==> config.mk <==
export PLATFORM = sky130hd
export DESIGN_NAME = dac_code_formatter
export DESIGN_NICKNAME = d
export VERILOG_FILES = /design/src/rtl/dac_fmt_pkg.sv /design/src/rtl/dac_ch_trim_sat.sv /design/src/rtl/dac_code_formatter.sv
export SDC_FILE = /design/constraint.sdc
export NUM_CORES = 1
export LEC_CHECK = 0
export ABC_AREA = 1
export BUFFER_PORTS_ARGS = -buffer_cell sky130_fd_sc_hd__clkbuf_2
export CAP_MARGIN = 20
export CORE_MARGIN = 2
export CORE_UTILIZATION = 40
export CTS_CLUSTER_DIAMETER = 50
export DETAILED_ROUTE_END_ITERATION = 8
export SETUP_SLACK_MARGIN = 0.5
export SLEW_MARGIN = 20
export SYNTH_ARGS = -nofsm -noshare
export SYNTH_HDL_FRONTEND = slang
export SYNTH_SLANG_ARGS = --single-unit
==> constraint.sdc <==
create_clock -name clk -period 1.9 [get_ports clk]
set_input_delay 0.095 -clock clk [delete_from_list [all_inputs] [get_ports clk]]
set_output_delay 0.095 -clock clk [all_outputs]
set_load 0.005 [all_outputs]
==> src/rtl/dac_fmt_pkg.sv <==
// Shared format encodings and saturation/format helpers for the DAC code formatter.
package dac_fmt_pkg;

  localparam logic FMT_OFFSET_BIN = 1'b0;
  localparam logic FMT_TWOS_COMP  = 1'b1;

  function automatic int sat_max(input int unsigned data_w);
    return (1 << (data_w - 1)) - 1;
  endfunction

  function automatic int sat_min(input int unsigned data_w);
    return -(1 << (data_w - 1));
  endfunction

  // Offset binary and two's complement differ only in the MSB, so the flip acts on that bit.
  function automatic logic fmt_flip(input logic value_msb, input logic fmt);
    return (fmt == FMT_OFFSET_BIN) ? ~value_msb : value_msb;
  endfunction

endpackage

==> src/rtl/dac_ch_trim_sat.sv <==
// One channel of stage 2: DC trim add, saturation, mute, output encode and sticky clip flag.
module dac_ch_trim_sat
  import dac_fmt_pkg::*;
#(
  parameter int unsigned DATA_W = 14
) (
  input  logic              clk,
  input  logic              rst_n,
  input  logic              s1_valid_i,
  input  logic [DATA_W-1:0] dec_i,
  input  logic [DATA_W-1:0] trim_i,
  input  logic              out_fmt_i,
  input  logic              mute_i,
  input  logic              sat_clr_i,
  output logic [DATA_W-1:0] data_o,
  output logic              sat_flag_o
);

  localparam logic [DATA_W-1:0] SatMax = DATA_W'(sat_max(DATA_W));
  localparam logic [DATA_W-1:0] SatMin = DATA_W'(sat_min(DATA_W));

  logic [DATA_W:0]   sum;
  logic              clip;
  logic [DATA_W-1:0] sat_val;
  logic [DATA_W-1:0] pre_enc;
  logic [DATA_W-1:0] data_d, data_q;
  logic              sat_d, sat_q;

  always_comb begin
    sum  = {dec_i[DATA_W-1], dec_i} + {trim_i[DATA_W-1], trim_i};
    // Overflow shows up as disagreement between the guard bit and the result MSB.
    clip = sum[DATA_W] ^ sum[DATA_W-1];
    if (clip) begin
      sat_val = sum[DATA_W] ? SatMin : SatMax;
    end else begin
      sat_val = sum[DATA_W-1:0];
    end
    pre_enc = mute_i ? '0 : sat_val;
    data_d  = data_q;
    if (s1_valid_i) begin
      data_d = {fmt_flip(pre_enc[DATA_W-1], out_fmt_i), pre_enc[DATA_W-2:0]};
    end
    // A new clip outranks a simultaneous clear.
    sat_d = (s1_valid_i & ~mute_i & clip) | (sat_q & ~sat_clr_i);
  end

  always_ff @(posedge clk or negedge rst_n) begin
    if (!rst_n) begin
      data_q <= '0;
      sat_q  <= 1'b0;
    end else begin
      data_q <= data_d;
      sat_q  <= sat_d;
    end
  end

  assign data_o     = data_q;
  assign sat_flag_o = sat_q;

endmodule

==> src/rtl/dac_code_formatter.sv <==
// Multi-channel DAC code formatter: input decode (stage 1), then per-channel trim/saturate/encode.
module dac_code_formatter
  import dac_fmt_pkg::*;
#(
  parameter int unsigned DATA_W = 14,
  parameter int unsigned NUM_CH = 2,
  parameter int unsigned TRIM_W = 8
) (
  input  logic                     clk,
  input  logic                     rst_n,
  input  logic                     in_valid,
  input  logic [NUM_CH*DATA_W-1:0] in_data,
  input  logic                     in_fmt,
  input  logic                     out_fmt,
  input  logic [NUM_CH*TRIM_W-1:0] trim,
  input  logic                     mute,
  input  logic                     sat_clr,
  output logic                     out_valid,
  output logic [NUM_CH*DATA_W-1:0] out_data,
  output logic [NUM_CH-1:0]        sat_flag
);

  logic [NUM_CH-1:0][DATA_W-1:0] dec_d, dec_q;
  logic [NUM_CH-1:0][DATA_W-1:0] trim_d, trim_q;
  logic [NUM_CH-1:0][DATA_W-1:0] ch_data;
  logic                          out_fmt_d, out_fmt_q;
  logic                          mute_d, mute_q;
  logic                          s1_valid_q;
  logic                          out_valid_q;

  always_comb begin
    dec_d     = dec_q;
    trim_d    = trim_q;
    out_fmt_d = out_fmt_q;
    mute_d    = mute_q;
    if (in_valid) begin
      for (int k = 0; k < NUM_CH; k++) begin
        dec_d[k]  = {fmt_flip(in_data[k*DATA_W + DATA_W - 1], in_fmt),
                     in_data[k*DATA_W +: DATA_W-1]};
        trim_d[k] = {{(DATA_W - TRIM_W){trim[k*TRIM_W + TRIM_W - 1]}},
                     trim[k*TRIM_W +: TRIM_W]};
      end
      out_fmt_d = out_fmt;
      mute_d    = mute;
    end
  end

  always_ff @(posedge clk or negedge rst_n) begin
    if (!rst_n) begin
      dec_q       <= '0;
      trim_q      <= '0;
      out_fmt_q   <= FMT_OFFSET_BIN;
      mute_q      <= 1'b0;
      s1_valid_q  <= 1'b0;
      out_valid_q <= 1'b0;
    end else begin
      dec_q       <= dec_d;
      trim_q      <= trim_d;
      out_fmt_q   <= out_fmt_d;
      mute_q      <= mute_d;
      s1_valid_q  <= in_valid;
      out_valid_q <= s1_valid_q;
    end
  end

  for (genvar k = 0; k < NUM_CH; k++) begin : g_ch
    dac_ch_trim_sat #(
      .DATA_W(DATA_W)
    ) u_ch (
      .clk       (clk),
      .rst_n     (rst_n),
      .s1_valid_i(s1_valid_q),
      .dec_i     (dec_q[k]),
      .trim_i    (trim_q[k]),
      .out_fmt_i (out_fmt_q),
      .mute_i    (mute_q),
      .sat_clr_i (sat_clr),
      .data_o    (ch_data[k]),
      .sat_flag_o(sat_flag[k])
    );
    assign out_data[k*DATA_W +: DATA_W] = ch_data[k];
  end

  assign out_valid = out_valid_q;

endmodule

==> reports/metrics.yaml, run 1 <==
outcome:
  violations: "negative setup slack"
  status: "complete, but fails checks"
yosys:
  yosysTopAreaCellShare: 0.388
  synth_area_mm2: 0.00503
  synthFlopType: "dfrtp_1"
  ys_warn_count: 0
  avgSynthCellArea_um2: 7.51
  syn_inst: 670
  async_reset_ff_frac: 1.00
  synth_cell_types: 27
  synth_edf_count: 0
  postSynthNetCount: 751
  yosysMostFrequentCell: "nand2_1"
  ys_ff_latch: 78
  ys_seq_area_frac: 0.388
  synth_top_cell_by_area: "dfrtp_1"
  synth_area_leaders: "dfrtp_1 (39%), nand2_1 (24%), ha_1 (7.0%)"
  ys_top_cells_by_count: "nand2_1 (319), dfrtp_1 (78), inv_1 (49), ha_1 (28), nand3_1 (27)"
timing:
  holdWs_ns: 0.00698
  period_needed_ns: 2.16
  setup_slack_ns: -0.257
  fmax_ghz: 0.464
  finalHoldViolations: 0
  tightest_slew_ns: 0.459
  finalClockSkew_ns: 0.00351
  max_slew_margin: 0.694
  fin_crit_sh: 1.14
  fin_setup_tns_ns: -6.81
  final_max_slew_viol_count: 0
  grt_setup_unrepaired: "yes"
  setup_viol: 30
pwr:
  power.leakage_nw: 4.01
  peakVddDrop_uv: 344
  p_per_area_mw_per_mm2: 951
flow_run:
  maxCapViolCount: 0
cells_and_area:
  final_cell_area_mm2: 0.00749
  syn2layout_area_growth_pct: 48.9
  fill_cells: 1107
  fin_cells: 1031
  nNetsFinal: 939
  n_antenna_cell: 0
  drive_gt1_frac: 0.372
clocking:
  cts_tree: "built"
  cts_max_path_buffers: 2
  cts.sinks: 78
  cts_buffers: 9
  clk_pin_slew_ns: 0.06
  cts_root_buf: "clkbuf_16"
  ctsHtreeMaxLevel: 3
  insertion_delay_ns: 0.34
drt:
  drc: 0
  wl_um: 13200
  vias: 4738
  drt.antenna.violating_nets: 0
  wl_per_cell_um: 12.8
  via_per_inst: 4.60
  drt_first_pass_iters: 4
  drtIter0Drc: 254
setup_path:
  required_ns: 2.18
  reg2reg_depth: 13
  endpoint_kind: "flip-flop"
  r2r_setup_slack_ns: -0.26
  reg2reg_from: "trim_q[21]$_DFFE_PN0P_"
  r2r_end: "g_ch[1].u_ch.data_o[0]$_DFFE_PN0P_"
  worstSetupPathType: "flip-flop to flip-flop"
  critPathLaunchType: "flip-flop"
  arrival_ns: 2.43
  crit_path_max_fanout: 8
die:
  die_h_um: 116
  start_util: 0.414
  ios: 82
  dieArea_mm2: 0.0135
  die_x_um: 116
  core_mm2: 0.0122
  rows: 40
hold_path:
  whs_path_depth: 3
  worstHoldEndpoint: "dec_q[1]$_DFFE_PN0P_"
  hold_class: "input pin to flip-flop"
  min_from: "in_data[1]"
placement:
  place.port_buffers: 81
  gp_congestion: 0.830
  dpl.cell_count: 963
  dp.final_hpwl_um: 9710
  placed_area_mm2: 0.00628
global_route:
  grt_pass1_vias: 4573
  grt-ovfl-total: 0
  grt_usage: 0.200
  grt_pass1_wl_um: 21300
  grt_max_degree: 46
  antenna_found_initial: 0
[per-layer routing]
| layer | wire length (um) | GRT usage | vias to the layer above |
|---|---|---|---|
| met1 | 6700 | 0.300 | 2137 |
| met2 | 5730 | 0.299 | 108 |
| met3 | 503 | 0.0218 | 17 |
| li1 | - | - | 2476 |
| met5 | 0 | 0 | - |
| met4 | 264 | 0.0762 | 0 |
[area by class of cell]
class                      instances  area [um^2]  share of cell area
timing repair buffer             198         1510               0.202
sequential                        78         1960               0.261
clock buffer                       9          225              0.0301
tap                              168          210              0.0281
clock inverter                     7          113              0.0150
inverter                          56          213              0.0284
multi-input combinational        515         3260               0.435
[stage by stage]
stage	utilization	power, mW	worst slack, ns
4_1_cts	0.591	6.88	-0.245
6_report	0.616	7.12	-0.257
3_5_place_dp	0.516	4.67	-0.259
5_1_grt	0.616	7.58	-0.336
2_1_floorplan	-	3.77	0.00362
3_3_place_gp	0.516	4.63	-0.183
[power breakdown]
group          switching [mW]  internal [mW]  total (mW)
sequential              0.197           1.95        2.14
combinational            1.58           1.44        3.02
clock                   0.680           1.28        1.96
total                    2.46           4.66        7.12
[cell usage in the layout (no fill, tap or decap), drive strengths merged]
cell type | netlist | routed
o21bai | 3 | 3
clkbuf | 13 | 91
ha | 28 | 28
nand2 | 339 | 339
bufinv | 0 | 3
inv | 56 | 56
nor2 | 23 | 23
dlygate4sd3 | 0 | 39
buf | 8 | 77
clkinvlp | 0 | 1
a21oi | 20 | 20
fa | 2 | 2
dfrtp | 78 | 78
a21boi | 3 | 3
nand3 | 52 | 52
or2 | 1 | 1
nand3b | 1 | 1
nor3 | 4 | 4
o21ai | 12 | 12
clkinv | 0 | 3
xnor2 | 13 | 13
xor2 | 6 | 6
and2 | 1 | 1
nand4 | 7 | 7
[what timing repair did]
item | in CTS | in global routing
cloned | 1 | 2
gates resized for setup | 27 | 58
setup endpoints to repair | 30 | 30
hold endpoints to repair | 72 | 0
hold buffers | 39 | 0
setup buffers | 6 | 4
pin swaps | 13 | 33
[state kept, by name, indices dropped and copies added, names as in the netlist]
register / count
g_ch.u_ch.data_o: 28
g_ch.u_ch.sat_flag_o: 2
s1_valid_q: 1
out_valid: 1
dec_q: 28
trim_q: 16
mute_q: 1
out_fmt_q: 1
[kinds of logic (layout without fill, tap and decap cells)]
logic type,count (synthesis),in the layout,share of synthesized area
AOI/OAI and AO/OA,38,38,0.0520
xor gates and xnor gates,19,19,0.0331
adders and majority gates,30,30,0.0776
buffers and inverters,77,270,0.0679
DFF,78,78,0.388
and+or+nand+nor,428,428,0.381
[critical path, stage by stage (launching register included)]
cell and delay [ns]:
dfrtp_2 0.54, ha_4 0.34, nand2_4 0.09, inv_4 0.04
nand2_2 0.05, nand2_2 0.06, a21oi_4 0.20, nand2_2 0.09
nand2_2 0.08, nand2_4 0.09, a21oi_4 0.22, clkbuf_16 0.19
nand2_2 0.04, nand2_1 0.05
[worst max path at each step]
stage	from	end	slack, ns	depth (start not counted)
6_report	trim_q[21]$_DFFE_PN0P_	g_ch[1].u_ch.data_o[0]$_DFFE_PN0P_	-0.26	13
5_1_grt	trim_q[7]$_DFFE_PN0P_	g_ch[0].u_ch.data_o[2]$_DFFE_PN0P_	-0.34	14
4_1_cts	trim_q[7]$_DFFE_PN0P_	g_ch[0].u_ch.data_o[1]$_DFFE_PN0P_	-0.24	12
3_5_place_dp	trim_q[7]$_DFFE_PN0P_	g_ch[0].u_ch.data_o[1]$_DFFE_PN0P_	-0.26	12
3_3_place_gp	trim_q[7]$_DFFE_PN0P_	g_ch[0].u_ch.data_o[2]$_DFFE_PN0P_	-0.18	12
2_1_floorplan	trim_q[7]$_DFFE_PN0P_	g_ch[0].u_ch.data_o[8]$_DFFE_PN0P_	0.004	14
(Power assumes the default switching activity.)
==> run 2, diff against run 1 <==
--- a/config.mk
+++ b/config.mk
@@ -12,6 +12,7 @@
 export CORE_UTILIZATION = 40
 export CTS_CLUSTER_DIAMETER = 50
 export DETAILED_ROUTE_END_ITERATION = 8
+export PLACE_DENSITY = 0.68
 export SETUP_SLACK_MARGIN = 0.5
 export SLEW_MARGIN = 20
 export SYNTH_ARGS = -nofsm -noshare
==> constraint.sdc (replaced) <==
create_clock -name clk -period 2.65 [get_ports clk]
set_input_delay 0.1325 -clock clk [delete_from_list [all_inputs] [get_ports clk]]
set_output_delay 0.1325 -clock clk [all_outputs]
set_load 0.005 [all_outputs]
==> run 2 against run 1 <==
Net effect:
- the run ends with negative hold slack left
- routed wire length decreased by 7.8%
- sequential power fell by 28%
- global-route usage shrank 1.5 points
- setup slack improved by 0.75 ns
- clock power fell by 37%
- count of clock-buffer cells in the layout increased by 3
- critical path depth grew 1
- critical path type unchanged
- largest power group unchanged
==> reports/metrics.yaml, run 2 (synthesized netlist as in run 1, its figures left out) <==
outcome:
  status: "complete, but fails checks"
  violations: "negative hold slack"
drt:
  wl_per_cell_um: 12.8
  drt_first_pass_iters: 4
  drt.antenna.violating_nets: 0
  wl_um: 12200
  wl_met2_um: 5100
  vias: 4390
  wl_met3_um: 592
  dr.max_layer_used: "met4"
  drt-met1-wl_um: 6230
  via_per_inst: 4.64
  drc: 0
  drtIter0Drc: 180
cells_and_area:
  n_antenna_cell: 0
  syn2layout_area_growth_pct: 28.7
  multi_input_area_mm2: 0.00307
  fill_cells: 1179
  regArea_mm2: 0.00196
  final_common_cell: "nand2_1"
  drive_gt1_frac: 0.275
  nNetsFinal: 855
  final_cell_mix: "nand2_1 (300), clkbuf_2 (80), dfrtp_1 (76), inv_1 (49), nand2_2 (30)"
pwr:
  peakVddDrop_uv: 243
  power.leakage_nw: 3.49
  p_per_area_mw_per_mm2: 696
timing:
  final_max_slew_viol_count: 0
  tightest_slew_ns: 0.697
  max_slew_margin: 0.535
  setup_viol: 0
  fin_setup_tns_ns: 0
  period_needed_ns: 2.15
  finalClockSkew_ns: 0.00582
  holdWs_ns: -0.000275
  fmax_ghz: 0.464
  finalHoldViolations: 1
  grt_setup_unrepaired: "yes"
  fin_crit_sh: 0.813
setup_path:
  arrival_ns: 2.43
  endpoint_kind: "flip-flop"
  r2r_end: "g_ch[0].u_ch.data_o[4]$_DFFE_PN0P_"
  critPathLaunchType: "flip-flop"
  reg2reg_from: "trim_q[7]$_DFFE_PN0P_"
  crit_path_max_fanout: 13
  r2r_setup_slack_ns: 0.50
  required_ns: 2.92
  reg2reg_depth: 14
  worstSetupPathType: "flip-flop to flip-flop"
global_route:
  grt_pass1_wl_um: 19700
  antenna_found_initial: 0
  grt_max_degree: 79
  grt-ovfl-total: 0
  grt_pass1_vias: 4210
  grt_usage: 0.185
die:
  core_mm2: 0.0122
  die_x_um: 116
  die_h_um: 116
  rows: 40
  ios: 82
  start_util: 0.414
  dieArea_mm2: 0.0135
clocking:
  cts_buffers: 9
  ctsHtreeMaxLevel: 3
  cts_tree: "built"
  clk_pin_slew_ns: 0.06
  cts_max_path_buffers: 2
  cts_root_buf: "clkbuf_16"
  insertion_delay_ns: 0.33
  cts.sinks: 78
placement:
  gp_congestion: 0.899
  place.port_buffers: 81
  dp.final_hpwl_um: 8750
hold_path:
  min_from: "trim[6]"
  worstHoldEndpoint: "trim_q[6]$_DFFE_PN0P_"
  hold_class: "input pin to flip-flop"
  whs_path_depth: 3
flow_run:
  maxCapViolCount: 0
[run 2: worst max-delay path by stage]
stage	startpoint	to	slack [ns]
finish	trim_q[7]$_DFFE_PN0P_	g_ch[0].u_ch.data_o[4]$_DFFE_PN0P_	0.50
global placement	trim_q[21]$_DFFE_PN0P_	g_ch[1].u_ch.data_o[1]$_DFFE_PN0P_	0.38
CTS	trim_q[7]$_DFFE_PN0P_	g_ch[0].u_ch.data_o[4]$_DFFE_PN0P_	0.52
floorplan	trim_q[21]$_DFFE_PN0P_	g_ch[1].u_ch.data_o[10]$_DFFE_PN0P_	0.71
global route	trim_q[7]$_DFFE_PN0P_	g_ch[0].u_ch.data_o[1]$_DFFE_PN0P_	0.37
detailed placement	trim_q[7]$_DFFE_PN0P_	g_ch[0].u_ch.data_o[2]$_DFFE_PN0P_	0.39
[run 2: per-stage QoR]
stage                     worst slack, ns  power [mW]  instances  instance area, um^2   util
after floorplan                     0.709        2.61        670                 5030      -
after global placement              0.385        2.99        901                 5540  0.455
after detailed placement            0.386        3.00        901                 5540  0.455
after CTS                           0.522        4.33        939                 6110  0.502
after global routing                0.371        4.81        947                 6470  0.532
final                               0.496        4.50        947                 6470  0.532
[run 2: final cells by class]
class,count,share of cell area
sequential,78,0.302
inverter,56,0.0325
clock inverter,4,0.00696
tap,168,0.0325
timing repair buffer,112,0.112
multi-input combinational,517,0.474
clock buffer,12,0.0396
[run 2: routing by layer]
layer	vias up	track usage
met2	112	0.269
met3	19	0.0244
met5	-	0
met4	0	0.0675
li1	2313	-
met1	1946	0.283
[run 2: report_power, final]
part | internal [mW] | switching (mW)
clock | 0.776 | 0.469
combinational | 0.717 | 1.00
sequential | 1.40 | 0.143
[run 2: timing repair]
action                     in CTS  in global routing
setup buffers                   2                  5
resized for setup               7                 55
setup endpoints to repair      28                 28
cloned                          0                  2
hold endpoints to repair       20                 78
pin swaps                       2                 21
hold buffers                   20                  1
[run 2: worst max-delay path: stages, from the launching register on]
cell and delay, ns:
dfrtp_2 0.57, buf_4 0.19, ha_4 0.21, nand2_1 0.07, nand2_1 0.07, nand2_1 0.07
nand2_1 0.06, a21oi_2 0.15, nand2_1 0.10, nand2_2 0.08, nand2_4 0.08, a21oi_4 0.18
buf_12 0.15, nand2_1 0.06, nand2_1 0.05
